[src/rtl/demux_dest_pipe.sv]
// Registered destination demux: routes each word to the lane named by its
// destination field, parks one word when that lane is paused, counts deliveries.
//
// state   | meaning
// --------+-------------------------------------------------------------
// ST_PASS | ready for a new word; unpaused words go straight to their lane
// ST_HOLD | one word parked for a paused lane; upstream stalled
module demux_dest_pipe #(
   parameter int DATA_W   = 6,
   parameter int DEST_W   = 1,
   parameter int DEST_LSB = 4,
   parameter int CNT_W    = 8
) (
   input  logic                             clk,
   input  logic                             reset_L,
   input  logic [DATA_W-1:0]                data_in,
   input  logic                             valid_in,
   output logic                             ready_out,
   input  logic [(1<<DEST_W)-1:0]           pause,
   input  logic                             cnt_clr,
   output logic [(1<<DEST_W)*DATA_W-1:0]    data_out,
   output logic [(1<<DEST_W)-1:0]           valid_out,
   output logic [(1<<DEST_W)*CNT_W-1:0]     cnt_out
);

   localparam int NDEST = 1 << DEST_W;

   typedef enum logic {
      ST_PASS = 1'b0,
      ST_HOLD = 1'b1
   } state_t;

   state_t                    state_q;
   logic                      ready_q;
   logic [DATA_W-1:0]         hold_data_q;
   logic [DEST_W-1:0]         hold_dest_q;
   logic [NDEST-1:0]          valid_q;
   logic [NDEST*DATA_W-1:0]   data_q;
   logic [CNT_W-1:0]          cnt_q [NDEST];

   logic [DEST_W-1:0]         in_dest;
   logic                      xfer;
   logic                      park;
   logic                      dlv_en;
   logic [DEST_W-1:0]         dlv_dest;
   logic [DATA_W-1:0]         dlv_data;
   logic [NDEST-1:0]          dlv_oh;

   assign in_dest = data_in[DEST_LSB +: DEST_W];
   assign xfer    = valid_in & ready_q & (state_q == ST_PASS);

   // Delivery decision for this edge: either the incoming word or the parked one.
   always_comb begin
      park     = 1'b0;
      dlv_en   = 1'b0;
      dlv_dest = in_dest;
      dlv_data = data_in;
      if (state_q == ST_PASS) begin
         if (xfer) begin
            if (pause[in_dest]) begin
               park = 1'b1;
            end else begin
               dlv_en = 1'b1;
            end
         end
      end else begin
         dlv_dest = hold_dest_q;
         dlv_data = hold_data_q;
         dlv_en   = ~pause[hold_dest_q];
      end
      dlv_oh = '0;
      if (dlv_en) begin
         dlv_oh[dlv_dest] = 1'b1;
      end
   end

   always_ff @(posedge clk or negedge reset_L) begin
      if (!reset_L) begin
         state_q     <= ST_PASS;
         ready_q     <= 1'b0;
         hold_data_q <= '0;
         hold_dest_q <= '0;
         valid_q     <= '0;
         data_q      <= '0;
         for (int k = 0; k < NDEST; k++) begin
            cnt_q[k] <= '0;
         end
      end else begin
         valid_q <= dlv_oh;
         data_q  <= '0;
         if (dlv_en) begin
            data_q[int'(dlv_dest)*DATA_W +: DATA_W] <= dlv_data;
         end

         case (state_q)
            ST_PASS: begin
               ready_q <= 1'b1;
               if (park) begin
                  hold_data_q <= data_in;
                  hold_dest_q <= in_dest;
                  state_q     <= ST_HOLD;
                  ready_q     <= 1'b0;
               end
            end
            ST_HOLD: begin
               // No acceptance on the release edge: ready rises only after it.
               if (dlv_en) begin
                  state_q <= ST_PASS;
                  ready_q <= 1'b1;
               end else begin
                  ready_q <= 1'b0;
               end
            end
            default: begin
               state_q <= ST_PASS;
               ready_q <= 1'b0;
            end
         endcase

         // A clear that coincides with a delivery leaves that lane at one.
         for (int k = 0; k < NDEST; k++) begin
            if (cnt_clr) begin
               cnt_q[k] <= CNT_W'(dlv_oh[k]);
            end else if (dlv_oh[k] && (cnt_q[k] != {CNT_W{1'b1}})) begin
               cnt_q[k] <= cnt_q[k] + 1'b1;
            end
         end
      end
   end

   assign ready_out = ready_q;
   assign valid_out = valid_q;
   assign data_out  = data_q;

   for (genvar g = 0; g < NDEST; g++) begin : g_cnt
      assign cnt_out[g*CNT_W +: CNT_W] = cnt_q[g];
   end

endmodule

[config.mk]
export PLATFORM = sky130hd
export DESIGN_NAME = demux_dest_pipe
export DESIGN_NICKNAME = d
export VERILOG_FILES = /design/src/rtl/demux_dest_pipe.sv
export SDC_FILE = /design/constraint.sdc
export NUM_CORES = 1
export LEC_CHECK = 0
export CORE_UTILIZATION = 30
export CTS_BUF_LIST = sky130_fd_sc_hd__clkbuf_2 sky130_fd_sc_hd__clkbuf_4 sky130_fd_sc_hd__clkbuf_8
export DETAILED_ROUTE_END_ITERATION = 12
export GPL_TIMING_DRIVEN = 0
export PLACE_DENSITY = 0.5
export SYNTH_ARGS = -nofsm -noshare
export SYNTH_HDL_FRONTEND = slang
export SYNTH_SLANG_ARGS = --single-unit
export TNS_END_PERCENT = 50
[constraint.sdc]
create_clock -name clk -period 2.3 [get_ports clk]
set_input_delay 0.345 -clock clk [delete_from_list [all_inputs] [get_ports clk]]
set_output_delay 0.345 -clock clk [all_outputs]
set_load 0.01 [all_outputs]
# Word level (Yosys, flattened, before mapping)
# Index checks and enable logic that the tools add are counted.
[totals]
in_bits = 12
regBits = 39
elab_cells = 57
output_inout_bits = 31
[classes]
shifts = 2
eq_ne = 2
reduce_logical = 6
n_bitwise = 5
mux = 26
n_addsub = 3
mul = 1
order_cmp = 4
[ops]
columns = ["operator", "n"]
rows = [
  ["negation 4 -> 33 bit", 1],
  ["variable shift 6 x 33 -> 12 bit, first input constant", 1],
  ["indexed part select 6 x 33 -> 12 bit", 1],
  ["2-to-1 mux 8 bit", 4],
  ["adder 8 x 1 -> 8 bit, second input constant", 2],
  ["2-to-1 mux 1 bit", 16],
  ["!= test 8 bit, second input constant", 2],
  ["bitwise AND 12 bit", 1],
  ["2-to-1 mux 12 bit", 1],
  ["less-than comparator 1 x 2 -> 1 bit, second input constant", 3],
  ["2-to-1 mux 6 bit", 1],
  ["case mux 1 bit (2 select lines)", 2],
  ["nonzero test 2 bit", 2],
  ["logical AND 1 bit", 3],
  ["multiplier 1 x 2 -> 3 bit, second input constant", 1],
  ["bitwise AND 1 bit", 2],
  ["2-to-1 mux 2 bit", 1],
  ["inverter 1 bit", 2],
  ["AND reduction 2 bit", 1],
  ["demux 1 bit (select 1 bit)", 1],
  [">= comparator 1 bit, second input constant", 1],
]

# Longest topological paths before layout
[depth]
word_depth = 9
mapped_depth = 7

# Worst setup path after synthesis
# OpenSTA, ideal clock, no wires.
[synth_path]
path_kind = "register to register"
startpoint = "register state_q"
endpoint = "register cnt_q (netlist bit cnt_out[11])"
path_stages_with_launch = 7
path_slack_ns = 0.657
arrival_time_ns = 1.564
period_less_slack_ns = 1.643
cell_sequence = "dfrtp_1 -> buf_6 -> nand4b_4 -> a21o_1 -> buf_6 -> or4_1 -> a21oi_1"
[synth_via]
elab_chain_len = 8
[synth_lines]
columns = ["element", "line", "text"]
rows = [
  ["start, declared", "33", "state_t state_q;"],
  ["start signal, assigned", "79", "state_q <= ST_PASS;"],
  ["start signal, assigned", "101", "state_q <= ST_HOLD;"],
  ["start signal, assigned", "108", "state_q <= ST_PASS;"],
  ["2-to-1 mux 1 bit", "58", "if (state_q == ST_PASS) begin"],
  ["less-than comparator 1 x 2 -> 1 bit (not written as such) / >= comparator 1 bit (equally long branches)", "73", "dlv_oh[dlv_dest] = 1'b1;"],
  ["logical AND 1 bit (not written as such)", "73", ""],
  ["2-to-1 mux 1 bit (not written as such)", "73", ""],
  ["demux 1 bit (select 1 bit)", "73", ""],
  ["2-to-1 mux 2 bit (*)", "72", "if (dlv_en) begin"],
  ["logical AND 1 bit (*)", "124", "end else if (dlv_oh[k] && (cnt_q[k] != {CNT_W{1'b1}})) begin"],
  ["nonzero test 2 bit (no source line) (*)", "n/a", ""],
  ["end signal, assigned by index", "123", "cnt_q[k] <= CNT_W'(dlv_oh[k]);"],
  ["end signal, assigned by index", "125", "cnt_q[k] <= cnt_q[k] + 1'b1;"],
  ["end, declared", "39", "logic [CNT_W-1:0] cnt_q [NDEST];"],
]
# Mark *: on every way between the ends. The rest lies on a longest branch, timed or not.
# A chain may end at the register's enable or synchronous reset.

# Worst setup path in the final report
[layout_path]
startpoint = "input port data_in[4]"
endpoint = "register cnt_q (netlist bit cnt_out[7])"
[layout_via]
elab_chain_len = 8
[layout_lines]
columns = ["element", "line", "text"]
rows = [
  ["start, declared", "16", "input logic [DATA_W-1:0] data_in,"],
  ["2-to-1 mux 1 bit, on equally long branches", "58, 60", ""],
  ["less-than comparator 1 x 2 -> 1 bit (not written as such), or another cell as far along", "73", ""],
  ["logical AND 1 bit (not written as such) / 2-to-1 mux 1 bit (equally long branches)", "73, 60", ""],
  ["2-to-1 mux 1 bit, on equally long branches", "73, 59", ""],
  ["demux 1 bit (select 1 bit) / 2-to-1 mux 1 bit (equally long branches)", "73, 58", ""],
  ["2-to-1 mux 2 bit (*)", "72", ""],
  ["logical AND 1 bit (*)", "124", ""],
  ["nonzero test 2 bit (no source line) (*)", "n/a", ""],
]
# Mark *: on every way between the ends. The rest lies on a longest branch, timed or not. The select of a mux whose other input is x is not followed.

==> impl_results.md <==
* RD Place Congestion at 0.806
* Clk_skew at 5.78 ps
* First-pass GRT wire length at 6830 um
* Grt total ovfl at 0
* GRT busiest layer: met2
* Post-Syn Nets at 172
* Share of the synthesized area in the top cell type at 52.7%
* Max-cap violation count at 0
* Total GRT Usage at 14.5%
* Synth Register Bits at 36
* IO Pins at 43
* Leakage at 0.980 nW
* Met1 usage at 17.1%
* Commonest non-fill, non-tap cell in the layout: clkdlybuf4s50_1
* Fill cells at 529
* Sink Count at 36
* Crit. End Element: register
* DIE AREA at 6010 um2
* Worst Tran Pin Value at 830 ps
* Flop-to-flop setup slack at 470 ps
* Crit start category: primary input
* Terminus of the critical flop-to-flop path: cnt_out[11]$_DFFE_PN0P_
* Commonest non-fill, non-tap cells in the layout: clkdlybuf4s50_1 (40), dfrtp_1 (36), nor2_1 (18), a21oi_1 (10), nand2_1 (8)
* FF-to-FF Start: state_q$_DFF_PN0_
* Cell variety after synth at 38
* Cts repair resizes at 0
* Kind of critical path: primary input to register
* Largest net degree at the start of global routing at 37
* Power Dens Cells at 817 nW/um2
* Required time of the worst setup path at 2480 ps
* Via density per instance at 5.06
* Hold_buf cts at 0
* P&R area growth vs syn at 38.3%
* Fin. max-slew vios at 0
* Setup tns final at 0 ps
* Final core occ at 42.9%
* Vias at 1,411
* Fin. Hold Viols at 0
* Routed Antenna Nets at 0
* DR WL/cell at 14.3 um
* Slew HR at 44.6%
* Clock slew at reported path FFs at 80 ps
* Mapped Cells at 158
* RSZ-0062 raised after global routing: false
* Layout cells sized above 1 at 8.21%
* Mapped Area at 1710 um2
* Syn_area_per_cell at 10.8 um2
* Top cells by area, synth: dfrtp_1 (53%), mux2i_1 (4.1%), nor2_1 (4.0%)
* Status: finished clean
* Drt pass-1 iters at 4
* Final-report setup violation count at 0
* Sequential fraction of the synthesis area at 52.7%
* Reg2reg path depth at 7
* Buffers on Ports at 41
* Max clock buf depth at 2
* Layout Nets at 220
* Worst-path maximum fanout at 10
* Fmax at 487 MHz
* Initial antenna violation count at 0
* Iter 0 DRT Violations at 43
* M2 GR Usage at 25.2%
* Fin crit share at 89.2%
* Root Driver: clkbuf_8
* Antenna Cells at 0
* Worst VDD drop at 0.378 mV
* Vias in the first global route at 1,423
* Worst skew pair latency at 290 ps
* M3 GR Usage at 4.47%
* Most area-hungry cell type in the Yosys netlist: dfrtp_1
* Core ar. at 5510 um2
* H-tree depth at 2
* Worst path arrival time at 2230 ps
* Final Critical Period at 2050 ps
* Site row count at 27
* Initial core utilization at 31.1%
* CTS tree: done
* Final wirelength at 4000 um
* HPWL Detailed at 2770 um
* Number of buffers created by CTS at 5
* DRC at 0
* Die height at 77.5 um
* Synth Warn # at 0
* Post-CTS Repair Setup Buffers at 0
* Die width at 77.5 um
* Hold Path Class: primary input to async pin
-- flip-flops by register name (all words and copies together) (netlist names) --
register,count
data_out,11
cnt_out,16
ready_out,1
hold_data_q,6
valid_out,1
state_q,1
-- cell families (layout without fill, tap and decap cells) --
logic type / after synthesis / count (layout) / share of synthesized area (%)
flip-flops: 36 / 36 / 52.7
AO/OA/AOI/OAI: 37 / 37 / 14.9
other: 1 / 1 / 0.219
AND/OR/NAND/NOR: 54 / 54 / 17.6
buffers and inverters: 15 / 64 / 5.05
adder cells (fa/ha/maj): 2 / 2 / 1.46
multiplexers: 13 / 13 / 8.05
-- how the worst max path moves through the flow --
stage / from / to / cells after the start
floorplan: state_q$_DFF_PN0_ / cnt_out[11]$_DFFE_PN0P_ / 6
global route: data_in[4] / cnt_out[1]$_DFFE_PN0P_ / 7
finish: data_in[4] / cnt_out[7]$_DFFE_PN0P_ / 6
detailed placement: data_in[4] / cnt_out[0]$_DFFE_PN0P_ / 7
CTS: data_in[4] / cnt_out[7]$_DFFE_PN0P_ / 6
global placement: reset_L / hold_data_q[1]$_DFFE_PN0P_ / 1
-- stage by stage --
step	total power [mW]	hold WS [ps]	setup WS, ps	area, um2	instances
6_report	1.93	151	248	2360	279
5_1_grt	2.03	214	141	2360	279
4_1_cts	1.96	182	266	2360	279
3_5_place_dp	1.17	478	-40.7	2210	271
3_3_place_gp	1.16	468	-11.5	2210	271
2_1_floorplan	0.995	49.4	657	1710	158
-- per-layer routing --
layer / up-vias / share of wire (%)
li1: 672 / -
met1: 696 / 44
met2: 38 / 50
met3: 5 / 4.9
met4: 0 / 1.1
met5: - / 0
-- Yosys cell counts (all sizes together) --
| cell type | instances |
|---|---|
| nand2b | 1 |
| nor2 | 18 |
| a31oi | 1 |
| nor2b | 3 |
| o31ai | 6 |
| and3 | 1 |
| a21oi | 10 |
| or3 | 1 |
| clkbuf | 5 |
| nand4 | 3 |
| nor4 | 1 |
| inv | 5 |
| mux2i | 7 |
| a22o | 1 |
| nand2 | 8 |
| and3b | 1 |
| and4 | 1 |
| a211oi | 2 |
| dfrtp | 36 |
| ha | 2 |
| mux2 | 6 |
| o31a | 2 |
| o41ai | 2 |
| o311ai | 2 |
| or4 | 6 |
| o21ai | 3 |
| a2111oi | 2 |
| nand3 | 7 |
| a22oi | 1 |
| buf | 5 |
| o21a | 1 |
| or3b | 1 |
| nand4b | 1 |
| a21o | 4 |
| nand4bb | 1 |
| conb | 1 |
-- power breakdown --
part	switching [mW]	internal [mW]	total (mW)
registers	0.0596	0.718	0.778
clock network	0.240	0.543	0.783
logic	0.173	0.199	0.371
total	0.472	1.46	1.93
-- critical path, stage by stage --
cell	delay, ps
clkdlybuf4s50_1	530
nand4bb_1	290
a21o_1	220
buf_6	140
clkbuf_1	270
o41ai_1	440
-- area by class of cell --
cell class	count	area [um2]	area share [%]
plain buffers	10	67.6	2.86
clock buffers	5	68.8	2.91
clock inverters	3	90.1	3.81
inverters	5	18.8	0.794
multi-input cells	107	723	30.6
flip-flops and latches	36	901	38.1
well taps	72	90.1	3.81
repair buffers	41	405	17.1
Note: power is estimated with default switching activity, not from simulation.
==> patch 1: new RTL, same settings <==
Reset style: synchronous (`reset_L`), changed in one clocked block.
--- a/src/rtl/demux_dest_pipe.sv
+++ b/src/rtl/demux_dest_pipe.sv
@@ -75,5 +75,5 @@
    end
 
-   always_ff @(posedge clk or negedge reset_L) begin
+   always_ff @(posedge clk) begin
       if (!reset_L) begin
          state_q     <= ST_PASS;
Behaviour: differs if reset_L is asserted again (counterexample within 4 cycles, from zero or initial values and one cycle with reset_L low); with reset_L held inactive, the same outputs for 10 cycles.
==> patch 1 against the original RTL <==
  * Setup slack improved by 0.071 ns
  * Count of clock-buffer cells in the layout unchanged
  * Area after synthesis decreased by 5.9%
  * Via count decreased by 15%
  * Wire length decreased by 19%
  * Clock skew about the same
  * Final area decreased by 6.1%
  * Sequential cell count increased by 1
  * Global-route usage decreased by 1.8 points
  * Die area decreased by 5.8%
  * Critical path type is now flop to flop
Power is not compared: it rests on default switching activity, and its combinational part moved more than twofold at a synthesized area within 25%.
==> patch 1: results (changes against the original RTL) <==
[outcome]
status = completed  ; unchanged

[placed_design]
dp_hpwl_um = 2480  ; was 2770 um
dp.cells = 264  ; was 271
gp_congestion = 0.783  ; was 0.806

[setup_path]
crit_start = cnt_q[1][0]  ; was data_in[4]
ff2ff_path_depth = 6  ; was 7
arrival_ns = 1.96  ; was 2.23 ns

[logic_synthesis]
ys_async_sr_fraction_pct = 0  ; was 100%
syn-instance-count = 153  ; was 158
synth_fp_nets = 167  ; was 172
synth_cell_type_count = 34  ; was 38
yosysSeqAreaShare_pct = 56.0  ; was 52.7%
synth_area_leaders = edfxtp_1 30%, dfxtp_1 26%, mux2i_1 6.8%, nor2_1 6.1%, xor2_1 4.4%  ; was dfrtp_1 53%, mux2i_1 4.1%, nor2_1 4.0%, a21oi_1 2.9%, mux2_1 2.6%
ys.flop_type = dfxtp_1  ; was dfrtp_1

[grt]
grt_max_degree = 14  ; was 37
grtUsageTotal_pct = 12.7  ; was 14.5%
grt_pass1_vias = 1109  ; was 1,423
grt_pass1_wl_um = 5240  ; was 6830 um

[drt]
wire_per_inst_um = 11.9  ; was 14.3 um
drt-initial-drc-count = 34  ; was 43
viasPerCell = 4.40  ; was 5.06

[timing]
skew_ns = 0.00551  ; was 0.00578 ns
fin_hold_ws_ns = 0.523  ; was 0.151 ns

[layout]
layout.nets = 215  ; was 220

[worst_hold_path]
hold_path_class = flop to flop  ; was primary input to async pin

[patch 1: layer usage]
layer,share of wire (%),wire length (um),track usage [%]
met1,50,1630,17.3
met3,4.5,146,4.15
met4,1.6,53,5.56
met5,0,0,0
met2,43,1400,18.4
[patch 1: critical path, cell delays in order (launching register included)]
cell and delay, ns:
edfxtp_1 0.47, ha_1 0.27, nand3_1 0.10, o21ai_0 0.25
nand2b_1 0.14, buf_2 0.18, nand2_1 0.25
[patch 1: cells by family after synthesis]
group                    after synthesis  share of synthesized area [%]
multiplexers                          11                           6.84
flip-flops                            37                           56.0
AO/OA/AOI/OAI                         11                           4.04
other                                  1                          0.233
AND/OR/NAND/NOR                       67                           21.2
buffers and inverters                 12                           3.58
adder cells (fa/ha/maj)                2                           1.55
XOR/XNOR                              12                           6.53
[patch 1: final cells by class]
type                            instances  area, sq um  area share (%)
Buffer                                  4         27.5            1.24
Clock buffer                            5         68.8            3.10
Clock inverter                          3         45.0            2.03
Inverter                                8         30.0            1.35
Multi-Input combinational cell        104          651            29.3
Sequential cell                        37          901            40.6
Tap cell                               70         87.6            3.94
Timing Repair Buffer                   41          410            18.5
[patch 1: through the flow]
step | power, mW | setup WS [ns] | utilization (%) | area, sq um
after global placement | 0.884 | 0.0837 | 41.0 | 2110
final | 1.43 | 0.319 | 43.2 | 2220
after CTS | 1.45 | 0.283 | 43.2 | 2220
after global routing | 1.50 | 0.141 | 43.2 | 2220
after floorplan | 0.811 | 0.532 | - | 1610
after detailed placement | 0.887 | 0.0790 | 41.0 | 2110
==> patch 2: new RTL, same settings <==
Without the edit above. Change the parameter `CNT_W` from 8 to 7.
--- a/src/rtl/demux_dest_pipe.sv
+++ b/src/rtl/demux_dest_pipe.sv
@@ -10,5 +10,5 @@
    parameter int DEST_W   = 1,
    parameter int DEST_LSB = 4,
-   parameter int CNT_W    = 8
+   parameter int CNT_W    = 7
 ) (
    input  logic                             clk,
Interface: changed (resized cnt_out); port bits go from 43 to 41. No check against the original RTL was run, so the function may have changed too.
==> patch 2 against the original RTL <==
  * Total power decreased by 13%
  * Wire length decreased by 18%
  * First-iteration DRC count increased by 19%
  * Hold slack got worse by 0.028 ns
  * Die area decreased by 10%
  * Sequential cell count decreased by 2
  * Count of clock-buffer cells in the layout increased by 1
  * Non-clock buffer count decreased by 5
  * Clock power decreased by 30%
  * Final area decreased by 11%
  * Sequential power decreased by 4.5%
  * Area after synthesis decreased by 10%
  * Setup slack improved by 0.079 ns
  * Synthesized cell count decreased by 13%
==> patch 2: results (changes against the original RTL) <==
[logic_synthesis]
ys_top_cells_by_count = 34 x dfrtp_1, 16 x nor2_1, 11 x a21oi_1, 8 x mux2i_1, 8 x nand2_1  ; was 36 x dfrtp_1, 18 x nor2_1, 10 x a21oi_1, 8 x nand2_1
yosysSeqAreaShare_pct = 55.5  ; was 52.7%
ys_warn_count = 0  ; unchanged
synth_cell_type_count = 32  ; was 38
syn_area_per_cell_sq_um = 11.1  ; was 10.8 sq um
synth_fp_nets = 152  ; was 172
synth_area_leaders = dfrtp_1 56%, mux2i_1 5.2%, nor2_1 3.9%, mux2_2 3.7%, a21oi_1 3.6%  ; was dfrtp_1 53%, mux2i_1 4.1%, nor2_1 4.0%, a21oi_1 2.9%, mux2_1 2.6%

[layout]
drive_gt1_share_pct = 11.4  ; was 8.21%
fin_cells = 252  ; was 279
fillers = 494  ; was 529
largest_reg_flops = 14  ; was 16
layout.nets = 198  ; was 220

[setup_path]
arrival_ns = 2.12  ; was 2.23 ns
cp_max_fo = 8  ; was 10
ff2ff_path_depth = 6  ; was 7
endpoint = cnt_out[6]  ; was cnt_out[7]
crit_start = data_in[4]  ; unchanged
rr_startpoint = state_q  ; unchanged

[clocking]
clock_latency_ns = 0.28
postCtsSetupRepairBufs = 0  ; unchanged
clockBufferDepth = 2  ; unchanged
cts-buffers-inserted = 5  ; unchanged
cts_resized = 0  ; unchanged

[pwr]
vdd_ir_drop_max_uv = 324  ; was 378 uV
combPwrFrac_pct = 22.8  ; was 19.2%
p_total_mw = 1.68  ; was 1.93 mW
leakagePower_nw = 0.893  ; was 0.980 nW
clk-power_mw = 0.551  ; was 0.783 mW
p_int_mw = 1.23  ; was 1.46 mW

[drt]
vias = 1201  ; was 1,411
drt-initial-drc-count = 51  ; was 43
wire_per_inst_um = 13.1  ; was 14.3 um

[placed_design]
io_buffer_count = 39  ; was 41
place_area_sq_mm = 0.00200  ; was 0.00221 sq mm
dp_hpwl_um = 2370  ; was 2770 um
dp_slack_ns = 0.0116  ; was -0.0407 ns
gp_congestion = 0.718  ; was 0.806
dp.cells = 244  ; was 271

[timing]
skew_ns = 0.00495  ; was 0.00578 ns
fmax_mhz = 507  ; was 487 MHz
max_slew_margin_pct = 50.0  ; was 44.6%

[grt]
grtUsageTotal_pct = 14.1  ; was 14.5%
grt_pass1_wl_um = 5640  ; was 6830 um
grt_max_degree = 35  ; was 37

[outcome]
status = completed  ; unchanged

## patch 2: how the worst min path moves through the flow
stage / startpoint / to / slack [ns] / depth (start not counted)
final: reset_L / cnt_out[3] / 0.12 / 1
after global routing: reset_L / cnt_out[1] / 0.18 / 1
after CTS: reset_L / cnt_out[1] / 0.15 / 1
after detailed placement: reset_L / cnt_out[8] / 0.46 / 1
after global placement: hold_data_q[1] / hold_data_q[1] / 0.49 / 1
after floorplan: reset_L / cnt_out[0] / 0.05 / 0
## patch 2: routing by layer
| layer | part of all wire [%] | vias to the layer above | GRT usage [%] | wire length, um |
|---|---|---|---|---|
| met5 | 0 | - | 0 | 0 |
| met4 | 1.6 | 0 | 5.13 | 53 |
| met3 | 5.4 | 6 | 4.94 | 178 |
| met2 | 49 | 33 | 22.6 | 1600 |
| met1 | 44 | 581 | 17.4 | 1460 |
| li1 | - | 581 | - | - |
## patch 2: kinds of logic after synthesis
family	count (synthesis)	synth area share, %
multiplexers	13	8.90
other	1	0.245
buffers and inverters	14	4.90
adder cells (fa/ha/maj)	2	1.63
AND/OR/NAND/NOR	45	15.5
flip-flops	34	55.5
AO/OA/AOI/OAI	29	13.3
## patch 2: cell type report
class / instances / area [sq um] / share of cell area, %
Buffer: 7 / 48.8 / 2.31
Clock buffer: 6 / 76.3 / 3.61
Clock inverter: 2 / 37.5 / 1.77
Inverter: 7 / 26.3 / 1.24
Multi-Input combinational cell: 90 / 607 / 28.7
Sequential cell: 34 / 851 / 40.2
Tap cell: 67 / 83.8 / 3.96
Timing Repair Buffer: 39 / 385 / 18.2
## patch 2: worst max-delay path, stage by stage
cell	delay (ns)
clkdlybuf4s50_1	0.55
and4bb_4	0.27
o21ai_1	0.59
inv_1	0.14
a21oi_1	0.16
nor2_1	0.06
